<file path="src/rtl/fp16_to_fixed_seq.sv">
// Batch FP16 -> signed fixed-point converter. A whole batch is captured at once,
// then lanes are converted one per cycle through a single shared converter.
module fp16_to_fixed_seq #(
    parameter int CHANNELS  = 4,
    parameter int OUT_W     = 16,
    parameter int FRAC_BITS = 0
) (
    input  logic                      clk,
    input  logic                      rst_n,
    input  logic                      in_valid,
    output logic                      in_ready,
    input  logic [16*CHANNELS-1:0]    in_data,
    output logic                      out_valid,
    input  logic                      out_ready,
    output logic [OUT_W*CHANNELS-1:0] out_data,
    output logic [CHANNELS-1:0]       out_sat,
    output logic [CHANNELS-1:0]       out_nan
);

    localparam int IDX_W = (CHANNELS > 1) ? $clog2(CHANNELS) : 1;
    localparam int SH_W  = 16 + OUT_W + FRAC_BITS;

    localparam logic [IDX_W-1:0] LAST_IDX = IDX_W'(CHANNELS - 1);
    localparam logic [SH_W-1:0]  LIM_NEG  = SH_W'(1) << (OUT_W - 1);
    localparam logic [SH_W-1:0]  LIM_POS  = LIM_NEG - SH_W'(1);
    localparam logic [OUT_W-1:0] MAX_VAL  = {1'b0, {(OUT_W-1){1'b1}}};
    localparam logic [OUT_W-1:0] MIN_VAL  = {1'b1, {(OUT_W-1){1'b0}}};

    // value = mant * 2^(exp_eff - 25 + FRAC_BITS); 25 = bias 15 + 10 fraction bits
    localparam logic [6:0] SHIFT_ZERO = 7'd25;

    typedef enum logic [1:0] {
        IDLE = 2'd0,
        CONV = 2'd1,
        DONE = 2'd2
    } state_t;

    state_t state_reg, state_next;

    logic [IDX_W-1:0]      idx_reg;
    logic [16*CHANNELS-1:0] batch_reg;

    logic load_en;
    logic conv_en;

    logic [15:0] batch_lane [CHANNELS];
    logic [15:0] cur_half;

    logic             cur_sign;
    logic [4:0]       cur_exp;
    logic [9:0]       cur_frac;
    logic [10:0]      mant;
    logic [4:0]       exp_eff;
    logic [6:0]       shift_pos;
    logic [SH_W-1:0]  mag;
    logic [OUT_W-1:0] conv_val;
    logic             conv_sat;
    logic             conv_nan;

    // ---------------- FSM: state register ----------------
    always_ff @(posedge clk or negedge rst_n) begin
        if (!rst_n) begin
            state_reg <= IDLE;
        end else begin
            state_reg <= state_next;
        end
    end

    // ---------------- FSM: next-state logic ----------------
    always_comb begin
        state_next = state_reg;
        case (state_reg)
            IDLE: if (in_valid)          state_next = CONV;
            CONV: if (idx_reg == LAST_IDX) state_next = DONE;
            DONE: if (out_ready)         state_next = IDLE;
            default:                     state_next = IDLE;
        endcase
    end

    // ---------------- FSM: outputs ----------------
    always_comb begin
        in_ready  = 1'b0;
        out_valid = 1'b0;
        load_en   = 1'b0;
        conv_en   = 1'b0;
        case (state_reg)
            IDLE: begin
                in_ready = 1'b1;
                load_en  = in_valid;
            end
            CONV:    conv_en   = 1'b1;
            DONE:    out_valid = 1'b1;
            default: ;
        endcase
    end

    // ---------------- batch capture and lane index ----------------
    always_ff @(posedge clk or negedge rst_n) begin
        if (!rst_n) begin
            batch_reg <= '0;
            idx_reg   <= '0;
        end else if (load_en) begin
            batch_reg <= in_data;
            idx_reg   <= '0;
        end else if (conv_en) begin
            idx_reg <= (idx_reg == LAST_IDX) ? '0 : idx_reg + 1'b1;
        end
    end

    assign cur_half = batch_lane[idx_reg];

    // ---------------- shared converter ----------------
    always_comb begin
        cur_sign  = cur_half[15];
        cur_exp   = cur_half[14:10];
        cur_frac  = cur_half[9:0];
        mant      = {(cur_exp != 5'd0), cur_frac};
        // subnormals share the exponent of the smallest normal, without the hidden bit
        exp_eff   = (cur_exp == 5'd0) ? 5'd1 : cur_exp;
        shift_pos = 7'(exp_eff) + 7'(FRAC_BITS);

        if (shift_pos >= SHIFT_ZERO) begin
            mag = SH_W'(mant) << (shift_pos - SHIFT_ZERO);
        end else begin
            mag = SH_W'(mant) >> (SHIFT_ZERO - shift_pos);
        end

        conv_sat = 1'b0;
        conv_nan = 1'b0;
        conv_val = cur_sign ? ({OUT_W{1'b0}} - mag[OUT_W-1:0]) : mag[OUT_W-1:0];

        if (cur_exp == 5'h1F) begin
            if (cur_frac != 10'd0) begin
                conv_nan = 1'b1;
                conv_val = '0;
            end else begin
                conv_sat = 1'b1;
                conv_val = cur_sign ? MIN_VAL : MAX_VAL;
            end
        end else if (!cur_sign && (mag > LIM_POS)) begin
            conv_sat = 1'b1;
            conv_val = MAX_VAL;
        end else if (cur_sign && (mag > LIM_NEG)) begin
            conv_sat = 1'b1;
            conv_val = MIN_VAL;
        end
    end

    // ---------------- per-lane result registers ----------------
    genvar gi;
    generate
        for (gi = 0; gi < CHANNELS; gi++) begin : g_lane
            logic [OUT_W-1:0] res_reg;
            logic             sat_reg;
            logic             nan_reg;

            assign batch_lane[gi] = batch_reg[16*gi +: 16];

            always_ff @(posedge clk or negedge rst_n) begin
                if (!rst_n) begin
                    res_reg <= '0;
                    sat_reg <= 1'b0;
                    nan_reg <= 1'b0;
                end else if (conv_en && (idx_reg == IDX_W'(gi))) begin
                    res_reg <= conv_val;
                    sat_reg <= conv_sat;
                    nan_reg <= conv_nan;
                end
            end

            assign out_data[OUT_W*gi +: OUT_W] = res_reg;
            assign out_sat[gi]                 = sat_reg;
            assign out_nan[gi]                 = nan_reg;
        end
    endgenerate

endmodule

</file>
<file path="config.mk">
export PLATFORM = sky130hd
export DESIGN_NAME = fp16_to_fixed_seq
export DESIGN_NICKNAME = d
export VERILOG_FILES = /design/src/rtl/fp16_to_fixed_seq.sv
export SDC_FILE = /design/constraint.sdc
export NUM_CORES = 1
export LEC_CHECK = 0
export ABC_AREA = 1
export CAP_MARGIN = 20
export CORE_MARGIN = 2
export CORE_UTILIZATION = 40
export DETAILED_ROUTE_END_ITERATION = 10
export GPL_TIMING_DRIVEN = 1
export PLACE_DENSITY_LB_ADDON = 0.08
export SYNTH_ARGS = -nofsm -noshare
export SYNTH_HDL_FRONTEND = slang
export SYNTH_SLANG_ARGS = --single-unit
export TNS_END_PERCENT = 50
</file>
<file path="constraint.sdc">
create_clock -name clk -period 6.9 [get_ports clk]
set_input_delay 1.035 -clock clk [delete_from_list [all_inputs] [get_ports clk]]
set_output_delay 1.035 -clock clk [all_outputs]
set_load 0.02 [all_outputs]
</file>
==> metrics.cfg <==
[timing]
fin_skew_ps=14.6
fmaxAchievable_mhz=182
drv_slew=0
worst_slack_ps=1410
fin_crit_ps=5490
relSlewSlack_pct=39.4
hold_violations=0
rsz0062_at_grt=false
setup_tns_ps=0
setup_viol=0
fin_crit_sh_pct=79.6
worst_pin_slew_ps=909

[logic_synthesis]
synthTopCellsByArea=dfrtp_1, nand2_1, nand3_1, inv_1, o21ai_0
yosys-top-cells-count=nand2_1, dfrtp_1, nand3_1
ys_types=42
synthCells=1150
synth_edf_count=0
synth_top_area_cell=dfrtp_1
syn_area_per_cell_sq_um=6.93
yosysMostFrequentCell=nand2_1
synthArstFlopShare_pct=100
ys_dominant_reg_cell=dfrtp_1
ys_ff_latch=140
synth_top_area_share_pct=44.0
syn_nets=1228
synth_area_sq_um=7970
yosys_warnings=0
ys_seq_area_share_pct=44.0

[status]
status=complete, no violations

[clock_tree]
ctsHoldBuffers=0
post_cts_buffers=0
cts_tree=done
cts_buffer_depth=2
cts.sinks=140
cts_buffers=17
htreeDepth=4
clkTransAtPathRegs_ps=60
clkLatencyLatePin_ps=430
cts-root-buf=clkbuf_16
post_cts_resized=0

[floorplan]
die_h_um=145
rows=51
coreArea_sq_um=19500
ios=142
die_width_um=145
start_util_pct=40.8
die_area_sq_um=21100

[min_path]
min_from=g_lane[1].res_reg[10]
hold_path_end=g_lane[1].res_reg[10]
hold_depth=2
hp-class=reg2reg

[routing]
avgRoutedWirePerCell_um=15.4
postRouteAntennaNets=0
vias=7562
dr.first_iter.drc_count=563
drc=0
dr.pass1.iters=5
vias_per_cell=4.92
drt-total-wl_um=23700

[setup_path]
reg2reg_depth=26
crit_buf_inv=6
crit_path_end_kind=register
cp.required_ps=7260
startpoint_type=register
regToRegEndpoint=g_lane[1].res_reg[10]
crit_fanout=38
ff2ff_setup_slack_ps=1410
crit_family=simple AND/OR/NAND/NOR gates
slowest_stage=o21ai_4
cpPeakStageDelay_ps=520
cpMostUsedCell=nand2_1
r2r_start=idx_reg[0]
worstSetupPathType=reg2reg
crit_arrival_ps=5850

[grt]
grt_pass1_vias=7339
grt_use_total_pct=23.3
grt_pass1_wl_um=39400
antenna_found_initial=0
grt_max_degree=72
grt_overflow_total=0

[layout]
fillers=1985
fin_util_pct=51.5
drive_above_1_share_pct=6.36
syn_to_final_growth_pct=26.2
nNetsFinal=1338
antenna_cells=0

[placed_design]
pre_cts_slack_ps=1490
io_buffers=141
place_hpwl_um=17400
place.gp.congestion=0.875

[flow_run]
drv_cap=0

-- layout make-up --
type                            instances  area (sq um)  area share (%)
Sequential cell                       140          3500            34.8
Inverter                               58           219            2.18
Multi-Input combinational cell        894          3940            39.2
Clock buffer                           19           443            4.40
Timing Repair Buffer                  149          1490            14.8
Clock inverter                         13           133            1.32
Tap cell                              265           332            3.30
-- worst register-to-register path, cell delays in order, from the launching register on --
cell and delay, ps:
dfrtp_1 320, buf_4 330, inv_2 330, nand2_1 160, nand3_1 80, nand2_1 510, nand2_2 200, o21ai_4 520
inv_2 170, ha_1 270, xor2_2 190, buf_4 210, inv_2 230, nor3_1 80, o21bai_1 250, inv_1 90
ha_1 160, nand3_1 90, nor2_2 140, nand3_1 150, nor2_1 120, nand2_1 90, nand3_4 100, nand2_8 100
o21ai_2 310, nand2_1 150, nand2_1 80
-- metal layers --
layer,up-vias,global-route usage [%],wire length (um)
li1,3812,-,-
met1,3525,33.7,11500
met2,201,36.5,10800
met3,24,3.49,1140
met4,0,5.98,309
met5,-,0,0
-- cell families (layout without fill, tap and decap cells) --
| logic type | after synthesis | count (layout) | synth area share [%] |
|---|---|---|---|
| flip-flops | 140 | 140 | 44.0 |
| AO/OA/AOI/OAI | 71 | 71 | 5.32 |
| XOR/XNOR | 12 | 12 | 1.41 |
| adder cells (fa/ha/maj) | 10 | 10 | 1.57 |
| AND/OR/NAND/NOR | 801 | 801 | 41.1 |
| buffers and inverters | 116 | 239 | 6.62 |
-- worst max-delay path by stage --
stage | from | end | slack [ps] | cells after the start
2_1_floorplan | idx_reg[1] | g_lane[3].res_reg[14] | 3020 | 29
4_1_cts | idx_reg[0] | g_lane[1].res_reg[10] | 1470 | 26
6_report | idx_reg[0] | g_lane[1].res_reg[10] | 1410 | 26
5_1_grt | idx_reg[0] | g_lane[1].res_reg[10] | 810 | 26
3_3_place_gp | idx_reg[0] | g_lane[1].res_reg[10] | 1580 | 25
3_5_place_dp | idx_reg[0] | g_lane[1].res_reg[10] | 1490 | 26
-- cells in the final DEF, fill, tap and decap left out, drive strengths merged, types with 4 or more instances in the layout --
cell	instances
buf	9
ha	10
clkdlybuf4s50	140
nand2	617
clkinv	4
clkbuf	19
a21oi	14
nand4	5
inv	63
nand3	118
o22ai	4
dfrtp	140
xor2	11
o21ai	47
nor2	51
-- per-stage QoR --
step                      cell area, sq um  std cells  hold slack [ps]
after global placement                9460       1505              457
after floorplan                       7970       1150              444
after detailed placement              9460       1505              461
after global routing                 10100       1538              502
after CTS                            10000       1537              478
final                                10100       1538              475
Power is not shown: default switching activity piles up to over one toggle a cycle in this logic, so the estimate is an artifact.
==> variant 1 (config.mk and constraints unchanged) <==
Encoding of `state_t`: now one-hot (3 bits for 3 states).
--- a/src/rtl/fp16_to_fixed_seq.sv
+++ b/src/rtl/fp16_to_fixed_seq.sv
@@ -29,10 +29,10 @@
     // value = mant * 2^(exp_eff - 25 + FRAC_BITS); 25 = bias 15 + 10 fraction bits
     localparam logic [6:0] SHIFT_ZERO = 7'd25;
 
-    typedef enum logic [1:0] {
-        IDLE = 2'd0,
-        CONV = 2'd1,
-        DONE = 2'd2
+    typedef enum logic [2:0] {
+        IDLE = 3'b001,
+        CONV = 3'b010,
+        DONE = 3'b100
     } state_t;
 
     state_t state_reg, state_next;
Formal check against the unedited RTL: same outputs for any inputs over 4 cycles, from zero or initial values and one cycle with rst_n low; so few cycles prove little.
==> variant 1 against the original RTL <==
Die area up 1.7%. Non-clock buffer count decreased by 1. Setup slack better by 0.55 ns. Utilization is 0.84 points lower. Final area rose by 0.96%. Sequential cell count rose by 1. Synthesized area rose by 1.7%. Worst hold slack better by 0.0029 ns. Routed wire length decreased by 4.5%. Critical endpoint is now g_lane[1].res_reg[7].
Power is not shown: default switching activity piles up to over one toggle a cycle in this logic, so the estimate is an artifact.
==> variant 1: results (changes against the original RTL) <==
largest cells by area after synthesis=dfrtp_1 (43%), nand2_1 (19%), mux2_2 (8.5%); Worst slew margin=41.8% (+2.4 points); largest net degree at the start of global routing=92 (+28%); routed length per placed instance=15.8 um (+2.4%); Compound-Gate Fraction of Synth Area=4.92% (-0.40 points); DR iter-0 viols=486 (-14%); Vias/cell=5.00 (+1.6%); critical path startpoint=idx_reg[1]; post-synthesis mux area share=8.47% (+8.5 points); hold_sp=g_lane[3].res_reg[8]; fin nets=1231 (-8.0%); hold slack=0.478 ns (+0.00293 ns); first-pass GRT wire length=37.4 mm (-5.2%); post-synthesis cell count=1039 (-9.7%); most common library cells after synthesis=nand2_1 (413), dfrtp_1 (140), nand3_1 (110); CP max stage cell=dfrtp_1; DR vias=7163 (-5.3%); layout cells sized above 1=13.3% (+7.0 points); post-place setup slack=1.97 ns (+0.471 ns); WHS Path Cells=2 (unchanged); register area share after synthesis=43.5% (-0.41 points); status=complete, no violations; Worst Hold End=g_lane[3].res_reg[8]; Post-Place Cell Area=9600 um2 (+1.4%); net count after synthesis=1117 (-9.0%); worst-path fanout max=23 (-39%); GP Congestion=0.900 (+2.9%); detailed placer's ending HPWL=16.3 mm (-6.2%); aggregate global-route resource usage=22.0% (-1.3 points); synth warn=0 (unchanged); clock skew=0.0122 ns (-0.00235 ns); Antenna Cells=0 (unchanged); post-synthesis adder-cell area fraction=1.54% (-0.026 points); Setup Crit Path Kind=reg -> reg; post-route minimum period=4.95 ns (-0.545 ns); drt first pass iters=6 (+1); critical path's largest stage delay=0.62 ns (+0.10 ns); vias in the first global route=7108 (-3.1%); arrival time at the worst endpoint=5.31 ns (-0.54 ns); Placed Cells=1404 (-6.7%); worst setup path endpoint=g_lane[1].res_reg[7]; Post-Synth XOR/XNOR Area=1.08% (-0.33 points)
-- variant 1: changes by cell type after synthesis, moves of 8 or more --
cell	delta
o21ai_0	-8
nand2_2	+11
nand3_2	+8
clkbuf_1	-15
nand2_1	-190
mux2_2	+61
-- variant 1: layout make-up --
| class | instances | area, um2 |
|---|---|---|
| repair buffers | 148 | 1470 |
| inverters | 60 | 230 |
| clock inverters | 11 | 113 |
| fillers | 2012 | 9890 |
| flip-flops and latches | 141 | 3530 |
| multi-input cells | 785 | 4030 |
| well taps | 270 | 338 |
| clock buffers | 19 | 443 |
-- variant 1: per-layer routing --
metal  vias to the layer above  wire length (um)  track usage, %
met4                         0               259            5.29
met3                        17               869            3.78
li1                       3563                 -               -
met1                      3442             11300            31.7
met2                       141             10300            34.7
met5                         -                 0               0
-- variant 1: cell families (layout without fill, tap and decap cells) --
logic type,after synthesis,count (layout)
flops,141,141
xor+xnor,10,10
fa+ha+maj,10,10
mux,61,61
simple gates,635,635
compound gates,69,69
buf+inv,113,238
==> variant 2 (same settings) <==
Made on the original files. `OUT_W`: 16 -> 24.
--- a/src/rtl/fp16_to_fixed_seq.sv
+++ b/src/rtl/fp16_to_fixed_seq.sv
@@ -2,7 +2,7 @@
 // then lanes are converted one per cycle through a single shared converter.
 module fp16_to_fixed_seq #(
     parameter int CHANNELS  = 4,
-    parameter int OUT_W     = 16,
+    parameter int OUT_W     = 24,
     parameter int FRAC_BITS = 0
 ) (
     input  logic                      clk,
Ports: changed (resized out_data); port bits go from 142 to 174. No check against the original RTL was run, so the function may have changed too.
==> variant 2 against the original RTL <==
Via count is 16% higher. Synthesized area is 18% higher. Die area is 18% higher. Largest cell class unchanged. Final area is 18% higher. Non-clock buffer count is 34 higher. Sequential cell count is 32 higher. Routed wire length is 20% higher. Maximum frequency is 9.4% higher. Setup slack better by 0.47 ns. Synthesized cell count is 14% higher.
Power is not shown: default switching activity piles up to over one toggle a cycle in this logic, so the estimate is an artifact.
==> variant 2: results (changes against the original RTL) <==
status=complete, no violations; register area share after synthesis=45.6% (+1.7 points); Worst slew margin=34.5% (-4.9 points); GR Util met2=35.1% (-1.4 points); post-synthesis cell count=1314 (+14%); critical path's largest stage delay=0.72 ns (+0.20 ns); most common library cells after synthesis=nand2_1 (679), dfrtp_1 (172), nand3_1 (128); worst-path fanout max=24 (-37%); Clk pin slew, worst setup/hold paths=0.08 ns (+0.02 ns); routed length per placed instance=16.0 um (+3.8%); post-place setup slack=1.93 ns (+0.436 ns); clock skew=0.0177 ns (+0.00309 ns); fin nets=1521 (+14%); CP max stage cell=dfrtp_1; Placed Cells=1745 (+16%); aggregate global-route resource usage=24.0% (+0.76 points); vias in the first global route=8495 (+16%); drc violations=0 (unchanged); largest net degree at the start of global routing=102 (+42%); largest cells by area after synthesis=dfrtp_1 (46%), nand2_1 (27%), nand3_1 (6.8%); DR iter-0 viols=631 (+12%); GP Congestion=0.918 (+4.9%); met1 GRT Util=36.5% (+2.8 points); Yosys cell types=40 (-4.8%); Port Buffers=173 (+23%); detailed placer's ending HPWL=20.0 mm (+15%); DR vias=8756 (+16%)
[variant 2: cell types whose count changed in the layout (fill, tap and decap cells not counted), sizes merged, moves of 4 or more]
cell,unedited run,this run
nand4,5,18
nor2,51,35
inv,63,76
clkinv,4,9
dfrtp,140,172
o211ai,1,6
nand3,118,139
o22ai,4,0
clkdlybuf4s50,140,172
a21oi,14,9
nand2,617,712
[variant 2: per-stage QoR]
step / hold WS, ns / instance area (um2)
after floorplan: 0.441 / 9430
after global placement: 0.458 / 11300
after detailed placement: 0.463 / 11300
after CTS: 0.483 / 11900
after global routing: 0.503 / 11900
final: 0.480 / 11900
[variant 2: path summary, 6_finish.rpt]
check	startpoint	to	slack [ns]	depth (start not counted)
hold / removal	g_lane[0].res_reg[23]	g_lane[0].res_reg[23]	0.48	2
min in group asynchronous	rst_n	batch_reg[6]	0.71	1
setup reg to reg	idx_reg[1]	g_lane[0].res_reg[13]	1.88	25
max in group asynchronous	rst_n	g_lane[3].res_reg[3]	4.61	2
setup / recovery	idx_reg[1]	g_lane[0].res_reg[13]	1.88	25
hold reg to reg	g_lane[0].res_reg[23]	g_lane[0].res_reg[23]	0.48	2
[variant 2: logic make-up (layout without fill, tap and decap cells)]
group           Yosys count  count (layout)  synth area share (%)
simple gates            912             912                  41.0
flops                   172             172                  45.6
fa+ha+maj                 8               8                  1.06
buf+inv                 143             287                  7.02
xor+xnor                 10              10                 0.929
compound gates           69              69                  4.31
[variant 2: final cells by class]
cell class                      count  area [um2]  share of cell area, %
Multi-Input combinational cell    999        4470                   37.6
Sequential cell                   172        4300                   36.3
Timing Repair Buffer              183        1810                   15.2
Clock buffer                       17         425                   3.58
Tap cell                          319         399                   3.36
Inverter                           72         273                   2.30
Clock inverter                     15         191                   1.61
[variant 2: routing by layer]
metal,up-vias,wire length [um]
met1,4124,14000
met2,235,12400
met5,-,0
met4,0,341
met3,21,1660
li1,4376,-
[variant 2: critical path: cells and delay by family (launching register included)]
| kind | cells | cell delay, ns |
|---|---|---|
| AND/OR/NAND/NOR | 21 | 2.78 |
| flip-flops | 1 | 0.72 |
| AO/OA/AOI/OAI | 1 | 0.09 |
| buffers and inverters | 2 | 0.72 |
| adder cells (fa/ha/maj) | 1 | 0.61 |
